## src/rtl/dbg_cmd_sequencer.sv

```systemverilog
// Debug command sequencer: decodes host UART commands, loads instruction memory,
// controls pipeline run/step and streams latch snapshots back byte-serially.
module dbg_cmd_sequencer #(
  parameter int MAX_INSTRUCTION = 64,
  parameter int ADDR_WIDTH      = 32,
  parameter int IF_ID_SIZE      = 32,
  parameter int ID_EX_SIZE      = 129,
  parameter int EX_MEM_SIZE     = 77,
  parameter int MEM_WB_SIZE     = 71
) (
  input  logic                   i_clk,
  input  logic                   i_rst,
  input  logic [7:0]             i_rx_data,
  input  logic                   i_rx_valid,
  output logic [7:0]             o_tx_data,
  output logic                   o_tx_start,
  input  logic                   i_tx_done,
  output logic                   o_imem_we,
  output logic [ADDR_WIDTH-1:0]  o_imem_addr,
  output logic [31:0]            o_imem_data,
  output logic                   o_stall,
  output logic                   o_pipe_rst,
  input  logic                   i_halt,
  input  logic [IF_ID_SIZE-1:0]  i_if_id,
  input  logic [ID_EX_SIZE-1:0]  i_id_ex,
  input  logic [EX_MEM_SIZE-1:0] i_ex_mem,
  input  logic [MEM_WB_SIZE-1:0] i_mem_wb,
  output logic                   o_step_mode,
  output logic                   o_busy
);

  localparam int SHW = 136;
  localparam logic [7:0] CHR_R = 8'h52;
  localparam logic [7:0] CHR_E = 8'h45;
  localparam logic [4:0] NB_IF_ID  = 5'((IF_ID_SIZE + 7) / 8);
  localparam logic [4:0] NB_ID_EX  = 5'((ID_EX_SIZE + 7) / 8);
  localparam logic [4:0] NB_EX_MEM = 5'((EX_MEM_SIZE + 7) / 8);
  localparam logic [4:0] NB_MEM_WB = 5'((MEM_WB_SIZE + 7) / 8);

  typedef enum logic [2:0] {
    S_IDLE, S_LOAD_CNT, S_LOAD_DATA, S_RUN, S_DUMP, S_SEND, S_WAIT_TX
  } state_e;

  state_e                  state_q, state_d;
  logic                    step_mode_q, step_mode_d;
  logic                    loaded_q, loaded_d;
  logic                    stall_q, stall_d;
  logic                    pipe_rst_q, pipe_rst_d;
  logic                    imem_we_q, imem_we_d;
  logic [ADDR_WIDTH-1:0]   imem_addr_q, imem_addr_d;
  logic [31:0]             imem_data_q, imem_data_d;
  logic [23:0]             asm_q, asm_d;
  logic [1:0]              byte_idx_q, byte_idx_d;
  logic [6:0]              word_cnt_q, word_cnt_d;
  logic [6:0]              n_words_q, n_words_d;
  logic [SHW-1:0]          shreg_q, shreg_d;
  logic [4:0]              bytes_left_q, bytes_left_d;
  logic [7:0]              term_q, term_d;
  logic                    last_q, last_d;
  logic [7:0]              tx_data_q, tx_data_d;
  logic                    tx_start_q, tx_start_d;

  always_comb begin
    state_d      = state_q;
    step_mode_d  = step_mode_q;
    loaded_d     = loaded_q;
    stall_d      = stall_q;
    pipe_rst_d   = 1'b0;
    imem_we_d    = 1'b0;
    imem_addr_d  = imem_addr_q;
    imem_data_d  = imem_data_q;
    asm_d        = asm_q;
    byte_idx_d   = byte_idx_q;
    word_cnt_d   = word_cnt_q;
    n_words_d    = n_words_q;
    shreg_d      = shreg_q;
    bytes_left_d = bytes_left_q;
    term_d       = term_q;
    last_d       = last_q;
    tx_data_d    = tx_data_q;
    tx_start_d   = 1'b0;

    // A plain reply is a dump with no payload bytes, only the terminator.
    unique case (state_q)
      S_IDLE: begin
        if (i_rx_valid) begin
          bytes_left_d = '0;
          term_d       = CHR_E;
          state_d      = S_SEND;
          unique case (i_rx_data)
            8'h07: state_d = S_LOAD_CNT;
            8'h08: begin step_mode_d = 1'b0; state_d = S_IDLE; end
            8'h11: begin step_mode_d = 1'b1; state_d = S_IDLE; end
            8'h0D: begin
              if (loaded_q) begin
                pipe_rst_d = 1'b1;
                term_d     = CHR_R;
                if (!step_mode_q) state_d = S_RUN;
              end
            end
            8'h0A: begin
              if (loaded_q && step_mode_q && !i_halt) begin
                stall_d = 1'b0;
                term_d  = CHR_R;
              end
            end
            8'h02: begin shreg_d = SHW'(i_if_id);  bytes_left_d = NB_IF_ID;  term_d = CHR_R; state_d = S_DUMP; end
            8'h03: begin shreg_d = SHW'(i_id_ex);  bytes_left_d = NB_ID_EX;  term_d = CHR_R; state_d = S_DUMP; end
            8'h04: begin shreg_d = SHW'(i_ex_mem); bytes_left_d = NB_EX_MEM; term_d = CHR_R; state_d = S_DUMP; end
            8'h05: begin shreg_d = SHW'(i_mem_wb); bytes_left_d = NB_MEM_WB; term_d = CHR_R; state_d = S_DUMP; end
            default: ;
          endcase
        end
      end
      S_LOAD_CNT: begin
        if (i_rx_valid) begin
          loaded_d     = 1'b0;
          bytes_left_d = '0;
          if (i_rx_data == 8'd0 || 32'(i_rx_data) > 32'(MAX_INSTRUCTION)) begin
            term_d  = CHR_E;
            state_d = S_SEND;
          end else begin
            n_words_d  = i_rx_data[6:0];
            word_cnt_d = '0;
            byte_idx_d = '0;
            state_d    = S_LOAD_DATA;
          end
        end
      end
      S_LOAD_DATA: begin
        if (i_rx_valid) begin
          byte_idx_d = byte_idx_q + 2'd1;
          unique case (byte_idx_q)
            2'd0: asm_d[7:0]   = i_rx_data;
            2'd1: asm_d[15:8]  = i_rx_data;
            2'd2: asm_d[23:16] = i_rx_data;
            default: begin
              imem_we_d   = 1'b1;
              imem_data_d = {i_rx_data, asm_q};
              imem_addr_d = ADDR_WIDTH'({word_cnt_q, 2'b00});
              word_cnt_d  = word_cnt_q + 7'd1;
              if (word_cnt_q == n_words_q - 7'd1) begin
                loaded_d     = 1'b1;
                bytes_left_d = '0;
                term_d       = CHR_R;
                state_d      = S_SEND;
              end
            end
          endcase
        end
      end
      S_RUN: begin
        // Halt has priority; bytes arriving while running are ignored.
        if (i_halt) begin
          stall_d      = 1'b1;
          bytes_left_d = '0;
          term_d       = CHR_R;
          state_d      = S_SEND;
        end else begin
          stall_d = 1'b0;
        end
      end
      S_DUMP: state_d = S_SEND;
      S_SEND: begin
        stall_d    = 1'b1;
        tx_start_d = 1'b1;
        state_d    = S_WAIT_TX;
        if (bytes_left_q != 5'd0) begin
          tx_data_d    = shreg_q[7:0];
          shreg_d      = shreg_q >> 8;
          bytes_left_d = bytes_left_q - 5'd1;
          last_d       = 1'b0;
        end else begin
          tx_data_d = term_q;
          last_d    = 1'b1;
        end
      end
      S_WAIT_TX: begin
        if (i_tx_done) state_d = last_q ? S_IDLE : S_SEND;
      end
      default: state_d = S_IDLE;
    endcase
  end

  always_ff @(posedge i_clk) begin
    if (i_rst) begin
      state_q      <= S_IDLE;
      step_mode_q  <= 1'b0;
      loaded_q     <= 1'b0;
      stall_q      <= 1'b1;
      pipe_rst_q   <= 1'b0;
      imem_we_q    <= 1'b0;
      imem_addr_q  <= '0;
      imem_data_q  <= '0;
      byte_idx_q   <= '0;
      word_cnt_q   <= '0;
      n_words_q    <= '0;
      bytes_left_q <= '0;
      term_q       <= '0;
      last_q       <= 1'b0;
      tx_data_q    <= '0;
      tx_start_q   <= 1'b0;
    end else begin
      state_q      <= state_d;
      step_mode_q  <= step_mode_d;
      loaded_q     <= loaded_d;
      stall_q      <= stall_d;
      pipe_rst_q   <= pipe_rst_d;
      imem_we_q    <= imem_we_d;
      imem_addr_q  <= imem_addr_d;
      imem_data_q  <= imem_data_d;
      byte_idx_q   <= byte_idx_d;
      word_cnt_q   <= word_cnt_d;
      n_words_q    <= n_words_d;
      bytes_left_q <= bytes_left_d;
      term_q       <= term_d;
      last_q       <= last_d;
      tx_data_q    <= tx_data_d;
      tx_start_q   <= tx_start_d;
    end
  end

  always_ff @(posedge i_clk) begin
    asm_q   <= asm_d;
    shreg_q <= shreg_d;
  end

  assign o_tx_data   = tx_data_q;
  assign o_tx_start  = tx_start_q;
  assign o_imem_we   = imem_we_q;
  assign o_imem_addr = imem_addr_q;
  assign o_imem_data = imem_data_q;
  assign o_stall     = stall_q;
  assign o_pipe_rst  = pipe_rst_q;
  assign o_step_mode = step_mode_q;
  assign o_busy      = (state_q != S_IDLE);

endmodule
```

## config.mk

```make
export PLATFORM = sky130hd
export DESIGN_NAME = dbg_cmd_sequencer
export DESIGN_NICKNAME = d
export VERILOG_FILES = /design/src/rtl/dbg_cmd_sequencer.sv
export SDC_FILE = /design/constraint.sdc
export NUM_CORES = 1
export LEC_CHECK = 0
export BUFFER_PORTS_ARGS = -buffer_cell sky130_fd_sc_hd__buf_2
export CORE_AREA = 3 3 148 164
export CTS_BUF_LIST = sky130_fd_sc_hd__clkbuf_8
export DETAILED_ROUTE_END_ITERATION = 7
export DIE_AREA = 0 0 151 167
export PLACE_DENSITY = 0.91
export SETUP_SLACK_MARGIN = 0.02
export SLEW_MARGIN = 15
export SYNTH_ARGS = -nofsm -noshare
export SYNTH_HDL_FRONTEND = slang
export SYNTH_SLANG_ARGS = --single-unit
```

## constraint.sdc

```tcl
create_clock -name i_clk -period 30.9 [get_ports i_clk]
set_input_delay 6.18 -clock i_clk [delete_from_list [all_inputs] [get_ports i_clk]]
set_output_delay 6.18 -clock i_clk [all_outputs]
set_load 0.1 [all_outputs]
```

==> impl_summary.md <==
Power
The internal power contribution is 538.3 µW. The sequential power share is 0.462. The power spent charging and discharging nets is 250.2 µW. The maximum VDD drop is 0.03408 mV. Power spread over the standard cell area amounts to 56.57 nW/µm². The analysis attributes to cell leakage a power of 5.752 nW. Of the total power, the clock network draws 0.329. The share of total power in combinational logic is 0.209. The overall power after layout is 788.5 µW.

The switching power share of the total is 0.3173.

Detailed routing
The number of design rule violations left after detail routing is 0. The detailed router's first-iteration violation count is 1220. After detailed routing, the number of vias per cell comes to 5.827. The average detailed-routed wire length per instance is 19.57 µm. The via total after detailed routing is 10750. The number of routed nets with antenna violations is 0. The routed design has 36.11 mm of wire. For this run, the detailed router's first-pass iteration total came to 6.

Final layout
The multi-input combinational cells in the finished layout cover a total of 4573 µm². The final cell utilization of the core is 0.6117. The number of nets at the end of the flow is 1837.

The finished layout holds 1845 standard cells, fillers aside. Of the cells placed in the final design, the portion with a size suffix greater than 1 is 0.2951. In the final layout, flip-flops and latches occupy 6216 µm².

The area growth from synthesis to layout is 23.37%. Leaving out fill and tap cells, the most frequent cell in the layout is sky130_fd_sc_hd__buf_2. Counting the fill cells in the layout gives 1818. Leaving out fill and tap cells, the most frequent cells in the layout are sky130_fd_sc_hd__buf_2 (374), sky130_fd_sc_hd__nand2_1 (231), sky130_fd_sc_hd__edfxtp_1 (153).

STA
The aggregate negative setup slack is 0 ns. In this run the tightest slew margin relative to its limit is 0.3977. The number of endpoints with negative hold slack in the final report is 0.

The minimum hold slack is 0.4524 ns. The transition time at the pin with the least slew margin is 0.8908 ns. Setup violations remaining at the end of the flow were counted as 0. Setup repair after global routing left no endpoint under its margin.

The max-slew violation count was 0. Dividing the final minimum period by the clock period gives 0.2946. The maximum clock frequency is 109.9 MHz.

The routed design could run at a clock period as short as 9.103 ns. The setup clock skew after layout is 0.01969 ns.

Hold path
The terminating pin of the worst hold path is o_imem_data[14]. The startpoint identified for the worst hold timing path is o_imem_data[14]. The path category of the worst min-delay check is register to register. The worst hold path passes through 2 cells.

Clock tree
The quantity of gates resized following cts is 0. The clock edge transition at the registers on the reported setup and hold paths is 0.07 ns. The number of setup buffers added after CTS is 0. The insertion delay of the later-clocked pin in the worst-skew pair is 0.52 ns.

CTS saw 234 sinks. Clock tree synthesis selected as its root buffer the cell sky130_fd_sc_hd__clkbuf_8. The clock buffer count from CTS is 38.

TritonCTS built the clock tree. The quantity of hold-fixing buffers added after cts is 0. The H-tree was split into 2 levels.

The buffer levels on the longest clock path is 3.

Synthesis
The Yosys step of the flow raised 0 warnings. The area fraction in compound gates after synthesis came to 0.1793. The fraction of synthesized area in multiplexers is 0.005426.

The number of standard cells after synthesis is 1174. The synthesized flop and latch total is 234. The xor and xnor fraction of the mapped netlist area is 0.01240. The mean post-synth cell area is 9.624 µm². In the synthesized netlist the async set-or-reset flop fraction comes to 0. In this run the cell area of the synthesized design comes to 11300 µm². Of the total synthesized cell area, the portion taken by full adders, half adders and majority gates is 0.008859. The fraction of the mapped netlist area in simple logic gates is 0.1874. The sequential-to-total area share from yosys stat is 0.5502. The count of different cell masters after synthesis is 64. The synthesized design contains 153 enable-type register cells.

The combinational family with the most area after synthesis is simple AND/OR/NAND/NOR gates. For this run, the leading register cell type out of synthesis is sky130_fd_sc_hd__edfxtp_1.

Placed design
At the end of routability-driven placement, the weighted congestion stood at 0.9446. The number of port buffers is 374. The detailed-placement wirelength estimate is 25.88 mm. The instance count after placement with tap cells included is 1767.

Critical path
STA classifies the critical path startpoint as a primary input. In this run the worst setup path begins at i_rx_data[6]. The worst setup path is of the primary input to register kind. The category of the worst setup path capture point is a register. The reg-to-reg critical path endpoint is shreg_q[117]. The worst register-to-register path has a depth of 6. The critical path arrival is 9.24 ns.

The buffers plus inverters on the worst setup path is 3. In this design, the stage delay of the slowest critical-path cell is 0.80 ns. Among the stages of the critical path, the cell type that occurs most often is sky130_fd_sc_hd__buf_4.

Traced cell by cell, the critical path runs through buf_2, or4_1, or3_1, o21ai_4, buf_4, buf_4. The data required time at the worst endpoint is 31.04 ns. The slowest stage of the critical path belongs to the cell sky130_fd_sc_hd__buf_4. The cell family contributing the most delay on the critical path is buffers and inverters. The startpoint of the worst-slack reg-to-reg timing path is state_q[1]. The highest fanout seen on the critical path is 69. Across all register-to-register paths, the minimum setup slack is 27.36 ns.

Global route
The number of global-route vias before repair is 9925. The aggregate global-route resource usage is 0.2699. The initial antenna violation count is 15. The wire length of the first global-routing pass is 53.31 mm. The global route total overflow is 0. Entering global routing, the biggest net connects 88 pins.

Die
The die extent in x is 151 µm. The die area is 25220 µm². The boundary pin count is 400.

The total number of placement rows is 58. The initial utilization of the core area, before any placement, comes to 0.4958. The core outline area is 22790 µm².

The height of the chip is 167 µm.

Flow run
Across the run, the number of max-cap violations was 0.

Status
The run finished with clean final reports.
## state kept, by name, summed over array words and instances, names as in the netlist
signal	count
state_q	3
o_imem_we	1
asm_q	24
o_pipe_rst	1
o_tx_start	1
last_q	1
o_imem_data	32
o_stall	1
o_imem_addr	7
byte_idx_q	2
n_words_q	7
word_cnt_q	7
loaded_q	1
term_q	3
shreg_q	129
o_step_mode	1
bytes_left_q	5
o_tx_data	8
## cells in the mapped netlist (7+ instances only)
cell type,count,area [µm²]
sky130_fd_sc_hd__nand4_1,7,43.79
sky130_fd_sc_hd__ha_1,8,100.1
sky130_fd_sc_hd__clkbuf_1,61,229.0
sky130_fd_sc_hd__o21ai_0,8,40.04
sky130_fd_sc_hd__nor2_1,123,461.7
sky130_fd_sc_hd__edfxtp_1,153,4594
sky130_fd_sc_hd__buf_4,29,217.7
sky130_fd_sc_hd__a21oi_1,55,275.3
sky130_fd_sc_hd__nor3_1,10,50.05
sky130_fd_sc_hd__dfxtp_1,81,1622
sky130_fd_sc_hd__nand3_1,48,240.2
sky130_fd_sc_hd__and3_1,16,100.1
sky130_fd_sc_hd__a22oi_1,108,810.8
sky130_fd_sc_hd__buf_2,26,130.1
sky130_fd_sc_hd__inv_1,13,48.80
sky130_fd_sc_hd__xor2_1,11,96.34
sky130_fd_sc_hd__nand2_1,231,867.1
sky130_fd_sc_hd__a31oi_1,73,456.7
sky130_fd_sc_hd__o211ai_1,8,60.06
## worst min-delay path: cells and delay by family (launching register included)
family | cells | cell delay (ns)
simple gates | 1 | 0.05
flops | 1 | 0.31
compound gates | 1 | 0.05
## per-stage QoR
| stage | setup slack, ns | cell area [µm²] |
|---|---|---|
| final | 21.80 | 13940 |
| after detailed placement | 21.33 | 13180 |
| after floorplan | 13.84 | 11390 |
| after CTS | 21.87 | 13910 |
| after global routing | 21.68 | 13930 |
| after global placement | 21.38 | 13180 |
## power by group through the flow
stage | Sequential [mW] | Combinational (mW) | Clock, mW
after floorplan | 0.378 | 0.108 | 0
after global placement | 0.370 | 0.159 | 0
after detailed placement | 0.371 | 0.162 | 0
after CTS | 0.364 | 0.163 | 0.263
after global routing | 0.366 | 0.178 | 0.278
final | 0.364 | 0.165 | 0.259
## cell families (layout without fill, tap and decap cells)
group	after synthesis	in the layout
compound gates	298	298
xor+xnor	16	16
fa+ha+maj	8	8
buf+inv	131	468
flops	234	234
mux	6	6
other cells	1	35
simple gates	480	480
## worst max path at each step
stage	to	depth (start not counted)	slack, ns
2_1_floorplan	shreg_q[0]	4	13.84
3_5_place_dp	shreg_q[103]	6	21.33
6_report	shreg_q[117]	6	21.80
3_3_place_gp	shreg_q[102]	6	21.38
5_1_grt	shreg_q[117]	6	21.68
4_1_cts	shreg_q[117]	6	21.87
## routing by layer
| layer | up-vias | wire length (µm) | global-route usage |
|---|---|---|---|
| li1 | 4945 | - | - |
| met1 | 4971 | 13260 | 0.3597 |
| met2 | 736 | 17620 | 0.4400 |
| met3 | 86 | 4308 | 0.06340 |
| met4 | 12 | 853 | 0.07886 |
| met5 | - | 70 | 0 |
## final cells by class
type	instances	share of cell area
Multi-Input combinational cell	833	0.3281
Inverter	13	0.003501
Clock inverter	25	0.009964
Tap cell	300	0.02693
Sequential cell	234	0.4460
Timing Repair Buffer	387	0.1413
Clock buffer	43	0.04246
Antenna cell	10	0.001795
Power figures use the tool's default switching activity.
